$ cat config.mk
export PLATFORM = sky130hd
export DESIGN_NAME = topk_sort_ctrl
export DESIGN_NICKNAME = d
export VERILOG_FILES = /design/src/rtl/npu_sort_pkg.sv /design/src/rtl/topk_sort_ctrl.sv
export SDC_FILE = /design/constraint.sdc
export NUM_CORES = 1
export LEC_CHECK = 0
export ABC_AREA = 0
export BUFFER_PORTS_ARGS = -buffer_cell sky130_fd_sc_hd__buf_4
export CAP_MARGIN = 30
export CORE_MARGIN = 3
export CORE_UTILIZATION = 25
export DETAILED_ROUTE_END_ITERATION = 12
export GPL_TIMING_DRIVEN = 0
export HOLD_SLACK_MARGIN = 0.15
export SLEW_MARGIN = 15
export SYNTH_ARGS = -nofsm -noshare
export SYNTH_HDL_FRONTEND = slang
export SYNTH_SLANG_ARGS = --single-unit
$ cat constraint.sdc
create_clock -name sys_clk -period 2.65 [get_ports sys_clk]
set_clock_uncertainty 0.05 [all_clocks]
set_input_delay 0.1325 -clock sys_clk [delete_from_list [all_inputs] [get_ports sys_clk]]
set_output_delay 0.1325 -clock sys_clk [all_outputs]
set_load 0.1 [all_outputs]
$ cat src/rtl/npu_sort_pkg.sv
// Shared definitions for the top-5 merge-sort chain: state encodings and sorter constants.
package npu_sort_pkg;

  localparam int          TOPK      = 5;
  localparam logic [7:0]  SORT_MIN  = 8'h80;
  localparam int          GRP_W_DEF = 16;

  // Gray-coded so adjacent main-path transitions flip a single bit.
  typedef enum logic [2:0] {
    IDLE  = 3'b000,
    CLEAR = 3'b001,
    ISSUE = 3'b011,
    GAP   = 3'b010,
    DRAIN = 3'b110,
    DONE  = 3'b111
  } state_t;

  // What the CLEAR state leads to once its sorter_clr pulse is out.
  typedef enum logic [1:0] {
    CLR_JOB   = 2'd0,
    CLR_ABORT = 2'd1,
    CLR_TMO   = 2'd2
  } clr_mode_t;

  function automatic int imax(input int a, input int b);
    return (a > b) ? a : b;
  endfunction

endpackage

$ cat src/rtl/topk_sort_ctrl.sv
// Sequencer for the E1/E2 -> E3 top-5 sort chain: clear, paced issue, drain, done/err.
// Optional drain watchdog enabled by defining SORT_TIMEOUT_EN.
module topk_sort_ctrl
  import npu_sort_pkg::*;
#(
  parameter int GRP_W       = GRP_W_DEF,
  parameter int SORT_GAP    = 8,
  parameter int PIPE_LAT    = 7,
  parameter int TIMEOUT_CYC = 64
) (
  input  logic             sys_clk,
  input  logic             sys_rst_n,
  input  logic             start,
  input  logic             abort,
  input  logic [GRP_W-1:0] num_groups,
  input  logic             src_valid,
  output logic             src_ready,
  output logic             sorter_clr,
  output logic             sort_en,
  output logic             last_sort,
  output logic [GRP_W-1:0] grp_index,
  input  logic             sorter_valid,
  input  logic             last_sort_o,
  output logic             busy,
  output logic             done,
  output logic             err
);

  // One counter serves both the issue gap and the drain watchdog.
  localparam int CNT_MAX = imax(imax(SORT_GAP, TIMEOUT_CYC), PIPE_LAT);
  localparam int CNT_W   = $clog2(CNT_MAX + 1);

  state_t           state_q, state_d;
  clr_mode_t        mode_q, mode_d;
  logic [GRP_W-1:0] num_q, grp_cnt_q, vld_cnt_q, vld_inc;
  logic [CNT_W-1:0] cnt_q;
  logic             last_seen_q;
  logic             sv_cnt, fin, tmo, err_chk;
  logic [GRP_W:0]   tot_ext;

  assign sv_cnt  = sorter_valid && (state_q == ISSUE || state_q == GAP || state_q == DRAIN);
  assign vld_inc = (&vld_cnt_q) ? vld_cnt_q : vld_cnt_q + GRP_W'(1);
  assign tot_ext = {1'b0, vld_cnt_q} + {{GRP_W{1'b0}}, sv_cnt};
  assign err_chk = (tot_ext != {1'b0, num_q});

  always_comb begin
    state_d   = state_q;
    mode_d    = mode_q;
    src_ready = 1'b0;
    sort_en   = 1'b0;
    last_sort = 1'b0;
    grp_index = '0;
    fin       = 1'b0;
    tmo       = 1'b0;
    case (state_q)
      IDLE: begin
        if (start && !abort) begin
          if (num_groups != '0) begin
            state_d = CLEAR;
            mode_d  = CLR_JOB;
          end else begin
            state_d = DONE;
          end
        end
      end
      CLEAR: begin
        case (mode_q)
          CLR_ABORT: state_d = IDLE;
          CLR_TMO:   state_d = DONE;
          default:   state_d = ISSUE;
        endcase
      end
      ISSUE: begin
        if (src_valid) begin
          src_ready = 1'b1;
          sort_en   = 1'b1;
          last_sort = (grp_cnt_q == num_q - GRP_W'(1));
          grp_index = grp_cnt_q;
          state_d   = GAP;
        end
      end
      GAP: begin
        // The final result may already be back when the last gap expires.
        if (cnt_q == CNT_W'(1)) begin
          if (grp_cnt_q != num_q) begin
            state_d = ISSUE;
          end else if (last_seen_q || (sorter_valid && last_sort_o)) begin
            state_d = DONE;
            fin     = 1'b1;
          end else begin
            state_d = DRAIN;
          end
        end
      end
      DRAIN: begin
        if (sorter_valid && last_sort_o) begin
          state_d = DONE;
          fin     = 1'b1;
        end
`ifdef SORT_TIMEOUT_EN
        else if (cnt_q == '0) begin
          state_d = CLEAR;
          mode_d  = CLR_TMO;
          tmo     = 1'b1;
        end
`endif
      end
      DONE:    state_d = IDLE;
      default: state_d = IDLE;
    endcase

    if (abort && state_q != IDLE) begin
      state_d   = CLEAR;
      mode_d    = CLR_ABORT;
      src_ready = 1'b0;
      sort_en   = 1'b0;
      last_sort = 1'b0;
      grp_index = '0;
      fin       = 1'b0;
      tmo       = 1'b0;
    end
  end

  always_ff @(posedge sys_clk) begin
    if (!sys_rst_n) begin
      state_q     <= IDLE;
      mode_q      <= CLR_JOB;
      num_q       <= '0;
      grp_cnt_q   <= '0;
      vld_cnt_q   <= '0;
      cnt_q       <= '0;
      last_seen_q <= 1'b0;
      sorter_clr  <= 1'b0;
      busy        <= 1'b0;
      done        <= 1'b0;
      err         <= 1'b0;
    end else begin
      state_q    <= state_d;
      mode_q     <= mode_d;
      sorter_clr <= (state_d == CLEAR);
      busy       <= (state_d != IDLE);
      done       <= (state_d == DONE);

      if (state_q == IDLE && start && !abort) begin
        num_q <= num_groups;
        err   <= 1'b0;
      end

      if (state_q == CLEAR) begin
        grp_cnt_q   <= '0;
        vld_cnt_q   <= '0;
        last_seen_q <= 1'b0;
      end

      if (sv_cnt) begin
        vld_cnt_q <= vld_inc;
        if (last_sort_o) last_seen_q <= 1'b1;
      end

      if (sort_en) begin
        grp_cnt_q <= grp_cnt_q + GRP_W'(1);
        cnt_q     <= CNT_W'(SORT_GAP - 1);
      end else if ((state_q == GAP || state_q == DRAIN) && cnt_q != '0) begin
        cnt_q <= cnt_q - CNT_W'(1);
      end
`ifdef SORT_TIMEOUT_EN
      if (state_d == DRAIN && state_q != DRAIN) cnt_q <= CNT_W'(TIMEOUT_CYC - 1);
`endif

      if ((fin && err_chk) || tmo) err <= 1'b1;
    end
  end

endmodule

# After elaboration in Yosys (flattened, before gate mapping)
# Cells that the tools add are included.
# word_totals
reg_bits	64
out_inout_bits	23
wordCells	98
in_bits	23
# op_classes
reduce_logical	29
add_sub_neg	5
bitwise	1
eq_ne	11
mux	40
# ops
op	count
16-bit two-way mux	7
16-bit by 1-bit adder with 16-bit output (second input constant)	2
3-bit two-way mux	9
1-bit two-way mux	21
16-bit by 1-bit adder with 17-bit output	1
17-bit by 16-bit != test with 1-bit output	1
16-bit == test	1
16-bit != test	1
16-bit AND reduction	1
16-bit nonzero test	1
16-bit by 1-bit subtractor with 16-bit output (second input constant)	1
3-bit case mux with 5 select lines	1
2-bit nonzero test	7
1-bit logical AND	8
7-bit by 1-bit == test with 1-bit output (second input constant)	1
7-bit nonzero test	1
7-bit by 1-bit subtractor with 7-bit output (second input constant)	1
3-bit by 1-bit == test with 1-bit output (second input constant)	2
3-bit by 2-bit == test with 1-bit output (second input constant)	2
3-bit == test (second input constant)	2
3-bit nonzero test	2
1-bit logical OR	4
3-bit zero test	1
3-bit AND reduction	1
7 further kinds	7

# Longest topological paths before layout
# logic_depth
word_depth	9
depth_mapped	12
ltp_nobuf	11

# Worst setup path before layout
# Ideal clock, no wire load.
# synth_timing
kind	flip-flop to output port
from	register num_q[0]
to	output port last_sort
path_stages_with_launch	10
setup_slack_ns	-1.930
t_arrival_ns	4.397
required_time_ns	2.467
path_buffers	2
cell_sequence	dfxtp_1 -> buf_2 -> inv_1 -> ha_1 -> clkbuf_1 -> nand2_1 -> xnor2_1 -> nor4_1 -> o311ai_1 -> nor4_1
# synth_via
elab_chain_len	5
# synth_rtl
item	line_no	text
from (decl)	topk_sort_ctrl.sv:35	logic [GRP_W-1:0] num_q, grp_cnt_q, vld_cnt_q, vld_inc;
from (signal assigned)	topk_sort_ctrl.sv:145	num_q <= num_groups;
16-bit by 1-bit subtractor with 16-bit output	topk_sort_ctrl.sv:77	last_sort = (grp_cnt_q == num_q - GRP_W'(1));
16-bit == test	topk_sort_ctrl.sv:77	
1-bit two-way mux	topk_sort_ctrl.sv:74	if (src_valid) begin
1-bit two-way mux	topk_sort_ctrl.sv:55	case (state_q)
1-bit two-way mux	topk_sort_ctrl.sv:112	if (abort && state_q != IDLE) begin
to (decl)	topk_sort_ctrl.sv:20	output logic last_sort,
# No other way between the ends.

# Final worst setup path
# layout_timing
from	register num_q[3]
to	output port last_sort
# Same word-level chain as after synthesis.

==> results_dict.tcl <==
set metrics [dict create \
    status "finished clean" \
    min_path_type "input pin to flip-flop" \
    ys_seq_area_share_pct 29.6 \
    grt_start_max_net_pins 12 \
    end_kind "primary output" \
    wire_per_inst_microns 14.6 \
    cts-root-buf "clkbuf_16" \
    synth.distinct_cells 67 \
    cts_tree "done" \
    die_height_microns 138 \
    worstMarginPinSlew_ns 0.720 \
    power_switching_share_pct 26.5 \
    viasPerCell 4.91 \
    hold_path_end "grp_cnt_q[13]" \
    rows 47 \
    io_buffers 44 \
    synthCells 560 \
    relSlewSlack_pct 51.4 \
    nets 669 \
    grtUsageTotal_pct 14.1 \
    place_ws_ns -0.391 \
    ctsHtreeMaxLevel 3 \
    critPathKind "flip-flop to primary output" \
    totalWireLength_microns 12600 \
    hold_depth 2 \
    rsz0062_at_grt "yes" \
    drc 0 \
    rrSetupSlack_ns 0.11 \
    ant_nets 0 \
    leakage_uw 0.00215 \
    grt_antenna_before_repair 0 \
    synth-edff-count 0 \
    netlist_area_sq_um 4330 \
    post-route-period-util_pct 99.0 \
    worstHoldStart "sys_rst_n" \
    power_switching_uw 707 \
    clkSlewWorstSetupHoldPaths_ns 0.05 \
    drv_slew 0 \
    grt_pass1_wl_microns 20800 \
    fillers 1745 \
    dp_hpwl_microns 9290 \
    r2r_end "err" \
    maxCapViolCount 0 \
    finalHoldWorstSlack_ns 0.191 \
    ioPinCount 46 \
    dr.pass1.iters 4 \
    power.density_nw_per_um2 471 \
    clkSinkCount 64 \
    pwr-share-seq_pct 37.6 \
    initial_utilization_pct 25.8 \
    yosys_warnings 0 \
    power_frac_comb_pct 17.0 \
    clockBufferDepth 2 \
    worst_slack_ns 0.0262 \
    die_w_microns 138 \
    p_int_uw 1960 \
    place_congestion 0.837 \
    fmax_mhz 381 \
    dieArea_sq_um 18900 \
    num_antenna_cells 0 \
    cts_buffers 9 \
    first_global_vias 4027 \
    drive_above_1_share_pct 20.8 \
    critPathMaxFanout 4 \
    cp-start-kind "flip-flop" \
    yosys_register_bits 64 \
    synth_nets 591 \
    dr_total_vias 4239 \
    period_minus_slack_ns 2.62 \
    place_inst 824 \
    overflow 0 \
    ys_dominant_reg_cell "dfxtp_1" \
    clockPowerShare_pct 45.5 \
    hold_viol_final 0 \
    ys_async_sr_fraction_pct 0 \
    core_sq_um 16800 \
    r2r-start "state_q[0]" \
    ir_worst_vdd_v 0.000315 \
    critPathArrivalTime_ns 2.44 \
    clk_latency_ns 0.35 \
    required_ns 2.47 \
    finalSetupViolCount 0 \
    final_cells 863 \
    avgSynthCellArea_sq_um 7.73 \
    synthToLayoutAreaGrowth_pct 30.7 \
    drt-initial-drc-count 301 \
    rr_worst_depth 12 \
]
[metal layers]
metal / global-route usage [%] / wire (microns) / vias up / part of all wire [%]
li1: - / - / 2143 / -
met1: 18.3 / 5710 / 1997 / 45
met2: 22.9 / 6100 / 81 / 48
met3: 2.19 / 494 / 18 / 3.9
met4: 6.26 / 299 / 0 / 2.4
met5: 0 / 0 / - / 0
[synthesized netlist by cell type, types with 8 or more instances]
master,n,area (sq um)
buf_2,13,65.1
and3_1,9,56.3
inv_1,13,48.8
xor2_1,34,298
nor2_1,47,176
ha_1,8,100
o21ai_0,29,145
clkbuf_1,20,75.1
nand2_1,67,251
dfxtp_1,64,1280
nand3_1,14,70.1
nor3_1,12,60.1
nor2b_1,10,62.6
nand4_1,11,68.8
xnor2_1,26,228
and2_1,20,125
nor4_1,17,106
a21oi_1,43,215
[kinds of logic (layout without fill, tap and decap cells)]
family          Yosys count  in the layout  synth area share, %
simple gates            247            247                 30.7
compound gates          120            120                 17.6
flops                    64             64                 29.6
xor+xnor                 60             60                 12.1
buf+inv                  55            138                 6.22
fa+ha+maj                 8              8                 2.31
mux                       6              6                 1.42
[layout by cell type (no fill, tap or decap), types with 4 or more instances in the layout]
| master | count |
|---|---|
| nand2_1 | 67 |
| dfxtp_1 | 59 |
| buf_4 | 55 |
| nor2_1 | 47 |
| a21oi_1 | 42 |
| xor2_1 | 34 |
| o21ai_0 | 28 |
| xnor2_1 | 26 |
| clkbuf_1 | 18 |
| dlygate4sd3_1 | 17 |
| and2_1 | 12 |
| inv_1 | 12 |
| nor3_1 | 12 |
| nand3_1 | 12 |
| nor4_1 | 12 |
| nand4_1 | 11 |
| buf_6 | 10 |
| nor2b_1 | 10 |
| and3_1 | 9 |
| clkbuf_16 | 9 |
| and2_2 | 8 |
| buf_2 | 7 |
| o21a_1 | 6 |
| nor4_2 | 6 |
| nand2b_1 | 6 |
| or3_1 | 6 |
| mux2i_1 | 5 |
| o211ai_1 | 5 |
| ha_1 | 5 |
| nor4_4 | 4 |
| nand3b_1 | 4 |
| and4_1 | 4 |
| o2111ai_1 | 4 |
[state kept, by name, summed over array words and instances (netlist names)]
register	flops
grp_cnt_q	16
num_q	16
vld_cnt_q	16
cnt_q	7
state_q	3
busy	1
done	1
err	1
last_seen_q	1
mode_q	1
sorter_clr	1
[worst max-delay path, cell delays in order, from the launching register on]
cell      delay, ns
dfxtp_4        0.35
nor4_4         0.28
buf_4          0.18
buf_6          0.11
nand3b_1       0.12
o31ai_2        0.24
a22o_1         0.19
a21oi_2        0.05
nor4_4         0.31
buf_6          0.27
[power groups by stage]
stage | Combinational [uW] | Clock [uW] | Sequential [uW]
after CTS | 433 | 1240 | 1000
final | 452 | 1210 | 1000
after global routing | 494 | 1270 | 1000
after global placement | 376 | 0 | 1020
after floorplan | 257 | 0 | 1030
after detailed placement | 379 | 0 | 1020
[how the worst max path moves through the flow]
stage,startpoint,endpoint,slack [ns]
global placement,state_q[1],err,-0.36
floorplan,num_q[3],last_sort,-0.04
detailed placement,state_q[0],err,-0.39
global route,num_q[3],last_sort,-0.13
CTS,num_q[5],last_sort,-0.07
finish,num_q[3],last_sort,0.03
[metrics by stage]
stage / total power (uW) / area, sq um / util, % / setup TNS (ns)
2_1_floorplan: 1290 / 4350 / - / -0.0410
3_3_place_gp: 1390 / 4960 / 29.6 / -0.356
3_5_place_dp: 1400 / 4960 / 29.6 / -0.391
4_1_cts: 2680 / 5590 / 33.3 / -0.0680
5_1_grt: 2770 / 5650 / 33.7 / -0.156
6_report: 2660 / 5650 / 33.7 / 0
[cell type report]
class,count,area [sq um],share of cell area [%]
Tap cell,220,275,4.87
Multi-Input combinational cell,441,2910,51.5
Timing Repair Buffer,70,576,10.2
Buffer,37,235,4.16
Clock inverter,3,40.0,0.708
Sequential cell,64,1290,22.9
Clock buffer,13,260,4.60
Inverter,15,61.3,1.08
[what timing repair did]
action,CTS,global route
setup endpoints to repair,2,2
buffers inserted,6,3
hold endpoints to repair,18,0
hold buffers,17,0
pin swaps,8,6
gates resized for setup,31,11
Power figures use the tool's default switching activity.
